$ cat src/rtl/demux_buf.sv
// -----------------------------------------------------------------------------
// demux_buf: registered 1-to-2 stream demultiplexer.
//
// One valid/ready input stream is steered per transfer by in_sel
// (1 -> port A, 0 -> port B) into one of two independent 2-entry FIFOs, so a
// stalled consumer only blocks traffic headed to its own port.
//
// Ports:
//   clk, reset            clock; synchronous active-high reset
//   in_valid/in_ready     input handshake
//   in_data [N], in_sel   payload and destination select
//   a_valid/a_ready/a_data  output A (head of FIFO A)
//   b_valid/b_ready/b_data  output B (head of FIFO B)
//   a_count, b_count      16-bit completed-transfer counters
//
// Build option: define DEMUX_BUF_COUNT_EN to build the wrapping per-port
// transfer counters; otherwise a_count/b_count are constant 0.
// -----------------------------------------------------------------------------
module demux_buf #(
    parameter int N = 32
) (
    input  logic         clk,
    input  logic         reset,
    input  logic         in_valid,
    output logic         in_ready,
    input  logic [N-1:0] in_data,
    input  logic         in_sel,
    output logic         a_valid,
    input  logic         a_ready,
    output logic [N-1:0] a_data,
    output logic         b_valid,
    input  logic         b_ready,
    output logic [N-1:0] b_data,
    output logic [15:0]  a_count,
    output logic [15:0]  b_count
);

    // Complete state of one 2-entry FIFO.
    typedef struct packed {
        logic [1:0][N-1:0] mem;
        logic              wptr;
        logic              rptr;
        logic [1:0]        cnt;   // occupancy 0..2
    } fifo_t;

    fifo_t fifo_a_q, fifo_a_d;
    fifo_t fifo_b_q, fifo_b_d;

    logic a_full, b_full;
    logic push_a, push_b, pop_a, pop_b;

    // Next state of one FIFO. A simultaneous push and pop moves both
    // pointers and leaves the count unchanged.
    function automatic fifo_t fifo_next(input fifo_t f, input logic push,
                                        input logic pop, input logic [N-1:0] data);
        fifo_t n;
        n = f;
        if (push) begin
            n.mem[f.wptr] = data;
            n.wptr        = ~f.wptr;
        end
        if (pop) begin
            n.rptr = ~f.rptr;
        end
        if (push && !pop) begin
            n.cnt = f.cnt + 2'd1;
        end else if (pop && !push) begin
            n.cnt = f.cnt - 2'd1;
        end
        return n;
    endfunction

    assign a_full  = (fifo_a_q.cnt == 2'd2);
    assign b_full  = (fifo_b_q.cnt == 2'd2);
    assign a_valid = (fifo_a_q.cnt != 2'd0);
    assign b_valid = (fifo_b_q.cnt != 2'd0);
    assign a_data  = fifo_a_q.mem[fifo_a_q.rptr];
    assign b_data  = fifo_b_q.mem[fifo_b_q.rptr];

    // Ready depends only on the selected FIFO's fullness, never on the
    // downstream ready, so a pop into a full FIFO frees the slot next cycle.
    assign in_ready = in_sel ? !a_full : !b_full;

    // NOTE: every always_comb output is given a default first so that no
    // path leaves it unassigned and no latch is inferred.
    always_comb begin
        push_a   = in_valid && in_ready && in_sel;
        push_b   = in_valid && in_ready && !in_sel;
        pop_a    = a_valid && a_ready;
        pop_b    = b_valid && b_ready;
        fifo_a_d = fifo_next(fifo_a_q, push_a, pop_a, in_data);
        fifo_b_d = fifo_next(fifo_b_q, push_b, pop_b, in_data);
    end

    // NOTE: sequential state uses non-blocking assignments so every flop
    // samples the pre-edge values regardless of statement order.
    always_ff @(posedge clk) begin
        if (reset) begin
            // NOTE: the storage words are reset too, because the stale head
            // word is visible on a_data/b_data and must read 0 after reset.
            fifo_a_q <= '0;
            fifo_b_q <= '0;
        end else begin
            fifo_a_q <= fifo_a_d;
            fifo_b_q <= fifo_b_d;
        end
    end

`ifdef DEMUX_BUF_COUNT_EN
    logic [15:0] a_count_q, a_count_d;
    logic [15:0] b_count_q, b_count_d;

    // Counters wrap naturally from 65535 to 0.
    always_comb begin
        a_count_d = a_count_q;
        b_count_d = b_count_q;
        if (pop_a) a_count_d = a_count_q + 16'd1;
        if (pop_b) b_count_d = b_count_q + 16'd1;
    end

    always_ff @(posedge clk) begin
        if (reset) begin
            a_count_q <= '0;
            b_count_q <= '0;
        end else begin
            a_count_q <= a_count_d;
            b_count_q <= b_count_d;
        end
    end

    assign a_count = a_count_q;
    assign b_count = b_count_q;
`else
    assign a_count = '0;
    assign b_count = '0;
`endif

endmodule

$ cat config.mk
export PLATFORM = sky130hd
export DESIGN_NAME = demux_buf
export DESIGN_NICKNAME = d
export VERILOG_FILES = /design/src/rtl/demux_buf.sv
export SDC_FILE = /design/constraint.sdc
export NUM_CORES = 1
export LEC_CHECK = 0
export ABC_AREA = 1
export CAP_MARGIN = 5
export CORE_ASPECT_RATIO = 1.2
export CORE_MARGIN = 4
export CORE_UTILIZATION = 40
export CTS_CLUSTER_SIZE = 40
export DETAILED_ROUTE_END_ITERATION = 6
export PLACE_DENSITY = 0.66
export SYNTH_ARGS = -nofsm -noshare
export SYNTH_HDL_FRONTEND = slang
export SYNTH_SLANG_ARGS = --single-unit
$ cat constraint.sdc
create_clock -name clk -period 4.3 [get_ports clk]
set_input_delay 1.29 -clock clk [delete_from_list [all_inputs] [get_ports clk]]
set_output_delay 1.29 -clock clk [all_outputs]
set_load 0.03 [all_outputs]
After elaboration in Yosys (flattened, before gate mapping) --
Cells that the tools add are included.
Word-level totals: register bits after elaboration 136, logic and storage cells 63
Cells by class: add/subtract/negate cells 4, magnitude comparators 6, equal/unequal tests 2, multiplexer cells 15, bitwise gates (word level) 4, reductions and logical operators 22
Operators with widths (count):
- two-way mux 32 bit | 6
- bitwise mux 64 bit | 2
- demux 32 bit (select 1 bit) | 2
- logical AND 1 bit | 11
- less-than comparator 1 x 2 -> 1 bit, second input constant | 4
- two-way mux 2 bit | 4
- nonzero test 2 bit | 4
- zero test 1 bit | 7
- adder 2 x 1 -> 2 bit, second input constant | 2
- == test 2 bit, second input constant | 2
- inverter 1 bit | 4
- subtractor 2 x 1 -> 2 bit, second input constant | 2
- greater-or-equal comparator 1 bit, second input constant | 2
- two-way mux 1 bit | 1

Depth between registers and ports, before layout --
Gate-level depths: netlist of run 1.
depth after elaboration 9, mapped depth 10

Least setup slack after synthesis of run 1 --
Ideal clock, no wire load.
kind input to output, start input in_sel, end output in_ready, arrival time 1.635 ns, setup slack 1.375 ns, cell stages on the path 4, path buffers 0, cells stage by stage inv_2 > nand2_1 > o21ai_0 > inv_1
On the way: word-level cells in the longest chain between the ends 1
RTL lines:
- from (decl) | line 27 | input logic in_sel,
- two-way mux 1 bit | line 82 | assign in_ready = in_sel ? !a_full : !b_full;
- to (decl) | line 25 | output logic in_ready,
Every way passes these cells.

Worst setup path after layout of run 1 --
Ends and elaborated chain as after synthesis.

==> metrics.md, run 1 <==
| Metric | Value |
|---|---|
| Most used routing layer in global routing | met2 |
| Max-capacitance violation count | 0 |
| Required time of the critical path | 3010 ps |
| Worst Skew | 6.761 ps |
| Max stage delay on crit path | 660 ps |
| Post-synthesis cell type count | 22 |
| Setup violations, final | 0 |
| Routing usage on met1 | 22.05% |
| Detailed placement HPWL | 8.809 mm |
| Clock slew at reported path FFs | 60 ps |
| Hold violation total from the final report | 0 |
| Min Tclk post-route | 4062 ps |
| Achievable Freq | 246.2 MHz |
| Port buffer count | 104 |
| Standard-cell rows | 48 |
| Largest delay contributor family on the critical path | buffers and inverters |
| Antenna violations before repair | 0 |
| TritonCTS clock tree | done |
| Sinks on Clock Net | 136 |
| Floorplan die area | 17,100 sq um |
| CTS Buf Count | 17 |
| Worst Max-Slew Pin Slew | 834.7 ps |
| Highest-delay cell along the critical path | sky130_fd_sc_hd__clkdlybuf4s50_1 |
| Final wirelength | 14.04 mm |
| VDD IR-drop max | 0.2072 mV |
| Flip-flop and latch count after synthesis | 136 |
| Via-to-Cell Ratio | 4.512 |
| Post-synth ARST share | 0% |
| Count of non-filler cells in the finished layout | 1,173 |
| Leftover overflow at the end of global routing | 0 |
| EDFF count, synth | 0 |
| Sequential area share after synthesis | 45.18% |
| Setup_tns | 0 ps |
| Ports placed on the boundary | 137 |
| Startpoint type of the worst setup path | primary input |
| Last weighted congestion value of the routability-driven placer | 0.7455 |
| Post-synth top flop | sky130_fd_sc_hd__dfxtp_1 |
| Final count of pins violating max slew | 0 |
| Leakage power | 3.485 nW |
| GRT Total Usage | 16.44% |
| # DRC | 0 |
| Initial DRC Count | 370 |
| Number of hold buffers added after cts | 0 |
| Largest net degree at the start of global routing | 65 |
| Post-DRT Antenna Nets | 0 |
| Via count of the first global-routing pass | 4,596 |
| Number of synthesis warnings | 0 |
| Synth-to-layout area growth | 25.89% |
| Layout cells sized above 1 | 6.269% |
| Clock H-tree levels | 4 |
| Die width | 120.0 microns |
| Avg Cell Area, Syn | 6.824 sq um |
| Post-CTS setup buffer count | 0 |
| Post-CTS Resized | 0 |
| Largest driver fanout on the critical path | 3 |
| Initial Util | 41.29% |
| Met3 Use GR | 3.936% |
| Synthesized area | 6026 sq um |
| RSZ-0062 raised after global routing | no |
| Number of buffers on the longest clock path | 2 |
| Router iterations before antenna repair | 5 |
| Clock tree root buffer cell | sky130_fd_sc_hd__clkbuf_16 |
| Utilization after layout | 51.98% |
| Run status | completed |
| Critical path data arrival time | 2770 ps |
| Vias after detailed routing | 5,293 |
| DR WL/cell | 11.97 microns |
| Fraction of the cycle the final worst path needs | 94.46% |
| Endpoint class of the critical path | primary output |
| Critical path buffer and inverter count | 4 |
| Cell-by-cell trace of the critical path | clkdlybuf4s50_1, inv_2, nand2_1, o21ai_0, inv_1, clkdlybuf4s50_1 |
| Critical setup path kind | in2out |
| Mapped Cells | 883 |
| Vertical die dimension | 142.5 microns |
| Total number of nets in the final design | 1,000 |
| GRT met2 Usage | 26.41% |
| Core Region | 14,590 sq um |
| Post-route standard cell area excluding fillers | 7586 sq um |
| Placed instance area | 6970 sq um |
| Tightest slew margin relative to the limit | 44.01% |
| Hold slack final | 478.1 ps |
| # placed instances | 1,141 |
| Power density over the cells | 510.5 nW/um^2 |
| Clock latency at the later pin of the worst-skew pair | 410 ps |
| Number of antenna cells inserted | 0 |
| Most numerous cell on the critical path | sky130_fd_sc_hd__clkdlybuf4s50_1 |
| Wire length of the first global-routing pass | 22.76 mm |
| Worst min path class | reg2reg |
-- path summary, 6_finish.rpt --
check / slack (ps) / from / to / cells after the start
max: 240 / in_sel / in_ready / 6
min: 480 / fifo_b_q[33] / fifo_b_q[33] / 2
max reg2reg: 2500 / fifo_b_q[2] / fifo_b_q[2] / 4
min reg2reg: 480 / fifo_b_q[33] / fifo_b_q[33] / 2
-- logic make-up (layout without fill, tap and decap cells) --
kind of cell             Yosys count  after routing  synth area share (%)
adder cells (fa/ha/maj)            2              2                0.4152
AO/OA/AOI/OAI                    145            145                 12.31
flip-flops                       136            136                 45.18
AND/OR/NAND/NOR                  469            469                 30.19
buffers and inverters            130            189                 11.84
other                              1             32               0.06223
-- final cells by class --
cell class	count	area, sq um
Clock buffer	20	466.7
Clock inverter	12	148.9
Fill cell	1480	7008
Inverter	45	170.2
Multi-Input combinational cell	648	2711
Sequential cell	136	2723
Tap cell	200	250.2
Timing Repair Buffer	112	1116
-- power breakdown --
part	switching (W)	total (W)	internal [W]	leakage, nW
sequential	0.0000566	0.00143	0.00138	1.11
combinational	0.000622	0.000945	0.000323	2.07
clock	0.000539	0.00149	0.000956	0.306
total	0.00122	0.00387	0.00265	3.48
-- synth_stat cells, types with 2 or more instances --
library cell	number	share of area, %
sky130_fd_sc_hd__nand2_1	329	20
sky130_fd_sc_hd__dfxtp_1	136	45
sky130_fd_sc_hd__nor2_1	134	8.3
sky130_fd_sc_hd__a21oi_1	71	5.9
sky130_fd_sc_hd__o21ai_0	64	5.3
sky130_fd_sc_hd__inv_1	38	2.4
sky130_fd_sc_hd__buf_4	33	4.1
sky130_fd_sc_hd__clkbuf_1	21	1.3
sky130_fd_sc_hd__buf_2	15	1.2
sky130_fd_sc_hd__buf_6	11	2.1
sky130_fd_sc_hd__o21ai_1	9	0.75
sky130_fd_sc_hd__buf_1	5	0.31
sky130_fd_sc_hd__inv_2	5	0.31
sky130_fd_sc_hd__clkinv_1	2	0.12
sky130_fd_sc_hd__ha_1	2	0.42
sky130_fd_sc_hd__nor2_8	2	0.66
-- worst register-to-register path, cell delays in order, from the launching register on --
cell and delay, ps:
sky130_fd_sc_hd__dfxtp_1 330, sky130_fd_sc_hd__clkinv_1 660, sky130_fd_sc_hd__buf_4 460, sky130_fd_sc_hd__o21ai_0 170, sky130_fd_sc_hd__a21oi_1 70
-- through the flow --
step | worst slack [ps] | power (W)
global placement | 264.9 | 0.002402
global route | 150.9 | 0.004059
CTS | 230.6 | 0.003913
finish | 238.4 | 0.003872
detailed placement | 232.2 | 0.002412
floorplan | 1375 | 0.002107
-- sequential cells by signal, summed over array words and instances (netlist names) --
register,cells
fifo_a_q,68
fifo_b_q,68
-- routing by layer --
| layer | part of all wire, % | routed length [microns] |
|---|---|---|
| met3 | 6.1 | 851 |
| met5 | 0 | 0 |
| met4 | 1.0 | 144 |
| met1 | 48 | 6719 |
| met2 | 45 | 6329 |
-- layout by cell type, fill, tap and decap left out --
cell,count
sky130_fd_sc_hd__conb_1,32
sky130_fd_sc_hd__nor2_1,134
sky130_fd_sc_hd__o211ai_4,1
sky130_fd_sc_hd__clkinvlp_4,1
sky130_fd_sc_hd__nand2_1,329
sky130_fd_sc_hd__dfxtp_1,136
sky130_fd_sc_hd__inv_1,38
sky130_fd_sc_hd__nor2_4,2
sky130_fd_sc_hd__buf_4,14
sky130_fd_sc_hd__clkbuf_8,3
sky130_fd_sc_hd__nor2_8,2
sky130_fd_sc_hd__o21ai_0,64
sky130_fd_sc_hd__nand3_4,1
sky130_fd_sc_hd__clkbuf_16,17
sky130_fd_sc_hd__clkinv_2,6
sky130_fd_sc_hd__inv_2,4
sky130_fd_sc_hd__a21oi_1,71
sky130_fd_sc_hd__ha_1,2
sky130_fd_sc_hd__clkdlybuf4s50_1,95
sky130_fd_sc_hd__buf_12,3
sky130_fd_sc_hd__nand2_2,1
sky130_fd_sc_hd__bufinv_16,3
sky130_fd_sc_hd__clkinv_1,2
sky130_fd_sc_hd__o21ai_1,9
sky130_fd_sc_hd__clkinv_4,3
Note: power is estimated with default switching activity, not from simulation.
==> inputs of run 2 (changes only) <==
--- a/config.mk
+++ b/config.mk
@@ -9,10 +9,9 @@
 export CAP_MARGIN = 5
 export CORE_ASPECT_RATIO = 1.2
 export CORE_MARGIN = 4
-export CORE_UTILIZATION = 40
+export CORE_UTILIZATION = 30
 export CTS_CLUSTER_SIZE = 40
 export DETAILED_ROUTE_END_ITERATION = 6
-export PLACE_DENSITY = 0.66
 export SYNTH_ARGS = -nofsm -noshare
 export SYNTH_HDL_FRONTEND = slang
 export SYNTH_SLANG_ARGS = --single-unit
==> metrics.md, run 2 (synthesized netlist as in run 1, its figures left out) <==
| Metric | Value |
|---|---|
| Wire length of the first global-routing pass | 23.98 mm |
| Number of antenna cells inserted | 0 |
| Largest delay contributor family on the critical path | buffers and inverters |
| Highest-delay cell along the critical path | sky130_fd_sc_hd__clkdlybuf4s50_1 |
| Clock slew at reported path FFs | 50 ps |
| Number of hold buffers added after cts | 0 |
| Required time of the critical path | 3010 ps |
| Critical path buffer and inverter count | 4 |
| VDD IR-drop max | 0.2576 mV |
| Synth-to-layout area growth | 27.53% |
| Largest net degree at the start of global routing | 65 |
| Max stage delay on crit path | 660 ps |
| Cell-by-cell trace of the critical path | clkdlybuf4s50_1, inv_2, nand2_1, o21ai_0, inv_1, clkdlybuf4s50_1 |
| Detailed placement HPWL | 9.288 mm |
| Biggest registers after layout | fifo_a_q (68), fifo_b_q (68) |
| Ports placed on the boundary | 137 |
| GRT Total Usage | 13.59% |
| RSZ-0062 raised after global routing | no |
| Post-CTS Resized | 0 |
| Critical Path Source | in_sel |
| Hold slack final | 477.5 ps |
| Min Tclk post-route | 4041 ps |
| Worst min path class | reg2reg |
| Last weighted congestion value of the routability-driven placer | 0.7248 |
| Sinks on Clock Net | 136 |
| Number of fill cells in the layout | 2,101 |
| Internal power component | 0.002669 W |
| Commonest non-fill, non-tap cell in the layout | sky130_fd_sc_hd__nand2_1 |
| Via-to-Cell Ratio | 4.220 |
| # DRC | 0 |
| Core Region | 19,620 sq um |
| Total number of nets in the final design | 1,003 |
| Initial DRC Count | 235 |
| Vias after detailed routing | 5,220 |
| Critical path data arrival time | 2750 ps |
| Layout cells sized above 1 | 5.738% |
| Internal reg-to-reg setup slack | 2630 ps |
| Fraction of power consumed by the clock network | 38.9% |
| Initial Util | 30.71% |
| Achievable Freq | 247.5 MHz |
| Final count of pins violating max slew | 0 |
| Number of buffers on the longest clock path | 2 |
| Router iterations before antenna repair | 5 |
| Count of non-filler cells in the finished layout | 1,237 |
| Die width | 137.4 microns |
| Post-DRT Antenna Nets | 0 |
| Switch share | 31.67% |
| Leading cell types in the layout, fill and taps excluded | sky130_fd_sc_hd__nand2_1, sky130_fd_sc_hd__nor2_1, sky130_fd_sc_hd__dfxtp_1, sky130_fd_sc_hd__clkdlybuf4s50_1, sky130_fd_sc_hd__a21oi_1 |
| CTS Buf Count | 17 |
| # placed instances | 1,205 |
| Sequential Power Share | 36.7% |
| Max-capacitance violation count | 0 |
| P_sw | 0.001237 W |
| Post-CTS setup buffer count | 0 |
| Critical setup path kind | in2out |
| Placed instance area | 7067 sq um |
| Leakage power | 3.467 nW |
| Overall Power | 0.003905 W |
| Worst Min Path Start | fifo_b_q[62] |
| Floorplan die area | 22,430 sq um |
| Clock H-tree levels | 4 |
| Power density over the cells | 508.2 nW/um^2 |
| Hold violation total from the final report | 0 |
| Port buffer count | 104 |
| Setup violations, final | 0 |
| Via count of the first global-routing pass | 4,838 |
| Post-route standard cell area excluding fillers | 7685 sq um |
| Worst Max-Slew Pin Slew | 793.6 ps |
| Fraction of the cycle the final worst path needs | 93.97% |
| Startpoint of the most critical register-to-register path | fifo_a_q[0] |
| DR WL/cell | 11.75 microns |
| Setup_tns | 0 ps |
| Vertical die dimension | 163.3 microns |
| Most numerous cell on the critical path | sky130_fd_sc_hd__clkdlybuf4s50_1 |
| Startpoint type of the worst setup path | primary input |
| Largest driver fanout on the critical path | 3 |
| Tightest slew margin relative to the limit | 47.09% |
| Share of total power in combinational logic | 24.5% |
| Leftover overflow at the end of global routing | 0 |
| Clock tree root buffer cell | sky130_fd_sc_hd__clkbuf_16 |
| Clock latency at the later pin of the worst-skew pair | 420 ps |
| Endpoint class of the critical path | primary output |
| Run status | completed |
| TritonCTS clock tree | done |
| Antenna violations before repair | 0 |
| Standard-cell rows | 56 |
| Worst Skew | 9.119 ps |
| Final wirelength | 14.54 mm |
[run 2: changes by cell type in the layout (fill, tap and decap cells not counted)]
cell,previous run,this run
sky130_fd_sc_hd__dfxtp_2,0,2
sky130_fd_sc_hd__buf_4,14,11
sky130_fd_sc_hd__buf_12,3,1
sky130_fd_sc_hd__clkinvlp_4,1,3
sky130_fd_sc_hd__dfxtp_1,136,134
sky130_fd_sc_hd__clkbuf_1,0,2
sky130_fd_sc_hd__clkinv_2,6,2
sky130_fd_sc_hd__clkdlybuf4s50_1,95,103
[run 2: through the flow]
stage,setup slack [ps],util [%]
floorplan,1375,-
global placement,247.5,36.02
detailed placement,250.0,36.02
CTS,248.1,39.17
global route,188.2,39.17
finish,259.2,39.17
[run 2: worst paths after layout]
path | endpoint | cells past startpoint
max | in_ready | 6
min | fifo_b_q[62] | 2
max reg2reg | fifo_a_q[41] | 6
min reg2reg | fifo_b_q[62] | 2
[run 2: worst register-to-register path, cell delays in order (launching register included)]
cell and delay [ps]:
sky130_fd_sc_hd__dfxtp_1 320, sky130_fd_sc_hd__inv_2 60, sky130_fd_sc_hd__nand2_2 90, sky130_fd_sc_hd__nand3_4 150, sky130_fd_sc_hd__nor2_8 650, sky130_fd_sc_hd__o21ai_0 180
sky130_fd_sc_hd__a21oi_1 150
[run 2: power by group through the flow]
stage	combinational, W	sequential [W]	clock (W)
after floorplan	0.000661	0.00145	0
after global placement	0.000966	0.00146	0
after detailed placement	0.000970	0.00146	0
after CTS	0.000973	0.00143	0.00156
after global routing	0.00106	0.00145	0.00161
final	0.000955	0.00143	0.00152
[run 2: cell type report]
| type | count | area [sq um] | area share [%] |
|---|---|---|---|
| Tap cell | 261 | 326.6 | 4.249 |
| Clock inverter | 10 | 143.9 | 1.872 |
| Sequential cell | 136 | 2725 | 35.46 |
| Clock buffer | 22 | 474.2 | 6.171 |
| Multi-Input combinational cell | 648 | 2711 | 35.28 |
| Timing Repair Buffer | 115 | 1134 | 14.75 |
| Inverter | 45 | 170.2 | 2.214 |
[run 2: routing by layer]
metal | GRT usage, % | up-vias | share of wire (%)
li1 | - | 2828 | -
met1 | 16.88 | 2263 | 47
met2 | 22.71 | 116 | 47
met3 | 3.389 | 13 | 4.5
met4 | 4.900 | 0 | 1.3
met5 | 0 | - | 0
==> inputs of run 3 (changes only) <==
--- a/config.mk
+++ b/config.mk
@@ -9,9 +9,11 @@
 export CAP_MARGIN = 5
 export CORE_ASPECT_RATIO = 1.2
 export CORE_MARGIN = 4
-export CORE_UTILIZATION = 30
+export CORE_UTILIZATION = 50
 export CTS_CLUSTER_SIZE = 40
 export DETAILED_ROUTE_END_ITERATION = 6
+export PLACE_DENSITY = 0.8
+export SKIP_CTS_REPAIR_TIMING = 1
 export SYNTH_ARGS = -nofsm -noshare
 export SYNTH_HDL_FRONTEND = slang
 export SYNTH_SLANG_ARGS = --single-unit
==> metrics.md, run 3 (synthesized netlist as in run 1, its figures left out) <==
| Metric | Value |
|---|---|
| Sinks on Clock Net | 136 |
| Biggest registers after layout | fifo_a_q (68), fifo_b_q (68) |
| Placed instance area | 6892 sq um |
| Standard-cell rows | 43 |
| Detailed placement HPWL | 8.343 mm |
| Achievable Freq | 246.0 MHz |
| Leading cell types in the layout, fill and taps excluded | sky130_fd_sc_hd__nand2_1, sky130_fd_sc_hd__dfxtp_1, sky130_fd_sc_hd__nor2_1, sky130_fd_sc_hd__clkdlybuf4s50_1, sky130_fd_sc_hd__a21oi_1 |
| # placed instances | 1,097 |
| Setup_tns | 0 ps |
| Internal power component | 0.002583 W |
| Number of antenna cells inserted | 0 |
| Port buffer count | 104 |
| Antenna violations before repair | 0 |
| Die width | 108.2 microns |
| Setup violations, final | 0 |
| TritonCTS clock tree | done |
| Power density over the cells | 502.0 nW/um^2 |
| # DRC | 0 |
| Floorplan die area | 13,880 sq um |
| Vias after detailed routing | 5,286 |
| Number of buffers on the longest clock path | 2 |
| Last weighted congestion value of the routability-driven placer | 0.7441 |
| Largest driver fanout on the critical path | 3 |
| Layout cells sized above 1 | 5.670% |
| Min Tclk post-route | 4065 ps |
| Worst Skew | 5.957 ps |
| Overall Power | 0.003741 W |
| Hold slack final | 475.8 ps |
| Via-to-Cell Ratio | 4.690 |
| Leakage power | 3.451 nW |
| Worst Max-Slew Pin Slew | 1197 ps |
| Count of non-filler cells in the finished layout | 1,127 |
| CTS Buf Count | 17 |
| GRT Total Usage | 19.91% |
| Core Region | 11,670 sq um |
| Final count of pins violating max slew | 0 |
| Commonest non-fill, non-tap cell in the layout | sky130_fd_sc_hd__nand2_1 |
| Ports placed on the boundary | 137 |
| VDD IR-drop max | 0.2896 mV |
| Startpoint of the most critical register-to-register path | fifo_a_q[0] |
| Switch share | 30.96% |
| Max-capacitance violation count | 0 |
| Clock slew at reported path FFs | 50 ps |
| Clock tree root buffer cell | sky130_fd_sc_hd__clkbuf_16 |
| Leftover overflow at the end of global routing | 0 |
| Largest net degree at the start of global routing | 137 |
| Router iterations before antenna repair | 5 |
| Total number of nets in the final design | 999 |
| RSZ-0062 raised after global routing | no |
| Critical Path Source | in_sel |
| Fraction of power consumed by the clock network | 36.5% |
| Endpoint class of the critical path | primary output |
| Final wirelength | 13.31 mm |
| Wire length of the first global-routing pass | 22.18 mm |
| Detailed route wirelength on metal3 | 778 microns |
| Via count of the first global-routing pass | 4,635 |
| Tightest slew margin relative to the limit | 20.17% |
| Synth-to-layout area growth | 23.69% |
| Share of total power in combinational logic | 24.9% |
| Run status | completed |
| Sequential Power Share | 38.5% |
| P_sw | 0.001158 W |
| Startpoint type of the worst setup path | primary input |
| Hold violation total from the final report | 0 |
| Post-DRT Antenna Nets | 0 |
| Vertical die dimension | 128.3 microns |
| Met1 wire length | 6.104 mm |
| Met2 WL | 6.187 mm |
| Required time of the critical path | 3010 ps |
| Fraction of the cycle the final worst path needs | 94.53% |
| Initial DRC Count | 298 |
| Clock latency at the later pin of the worst-skew pair | 400 ps |
| Worst Min Path Start | fifo_b_q[66] |
| Initial Util | 51.61% |
| Critical path data arrival time | 2770 ps |
| Top metal layer carrying routed signals | met4 |
| DR WL/cell | 11.81 microns |
| Clock H-tree levels | 4 |
| Critical setup path kind | in2out |
| Worst min path class | reg2reg |
| Post-route standard cell area excluding fillers | 7453 sq um |
[run 3: stage by stage]
step	setup WS [ps]	utilization (%)
2_1_floorplan	1375	-
3_3_place_gp	266.0	59.03
3_5_place_dp	234.6	59.03
4_1_cts	228.6	63.84
5_1_grt	169.3	63.84
6_report	235.4	63.84
[run 3: critical path, stage by stage]
cell	delay [ps]
sky130_fd_sc_hd__clkdlybuf4s50_1	540
sky130_fd_sc_hd__inv_2	80
sky130_fd_sc_hd__nand2_1	60
sky130_fd_sc_hd__o21ai_0	80
sky130_fd_sc_hd__inv_1	60
sky130_fd_sc_hd__clkdlybuf4s50_1	660
[run 3: cell type report]
class | count | area [sq um]
clock buffers | 28 | 526.8
clock inverters | 2 | 35.03
fillers | 1101 | 4222
inverters | 45 | 170.2
multi-input cells | 648 | 2711
flip-flops and latches | 136 | 2723
well taps | 157 | 196.4
repair buffers | 111 | 1091
[run 3: power groups by stage]
stage / clock network (W) / registers (W) / logic [W]
2_1_floorplan: 0 / 0.00145 / 0.000661
3_3_place_gp: 0 / 0.00146 / 0.000928
3_5_place_dp: 0 / 0.00147 / 0.000936
4_1_cts: 0.00139 / 0.00144 / 0.000939
5_1_grt: 0.00145 / 0.00146 / 0.00103
6_report: 0.00137 / 0.00144 / 0.000932
[run 3: path summary, 6_finish.rpt]
kind / endpoint / slack (ps) / cells past startpoint
worst max-delay path: in_ready / 240 / 6
worst min-delay path: fifo_b_q[66] / 480 / 2
worst max register to register: fifo_a_q[55] / 2580 / 6
worst min register to register: fifo_b_q[66] / 480 / 2
[run 3: per-layer routing]
layer,up-vias,GRT usage (%)
li1,2821,-
met1,2298,26.86
met2,150,30.89
met3,17,4.484
met4,0,7.949
met5,-,0
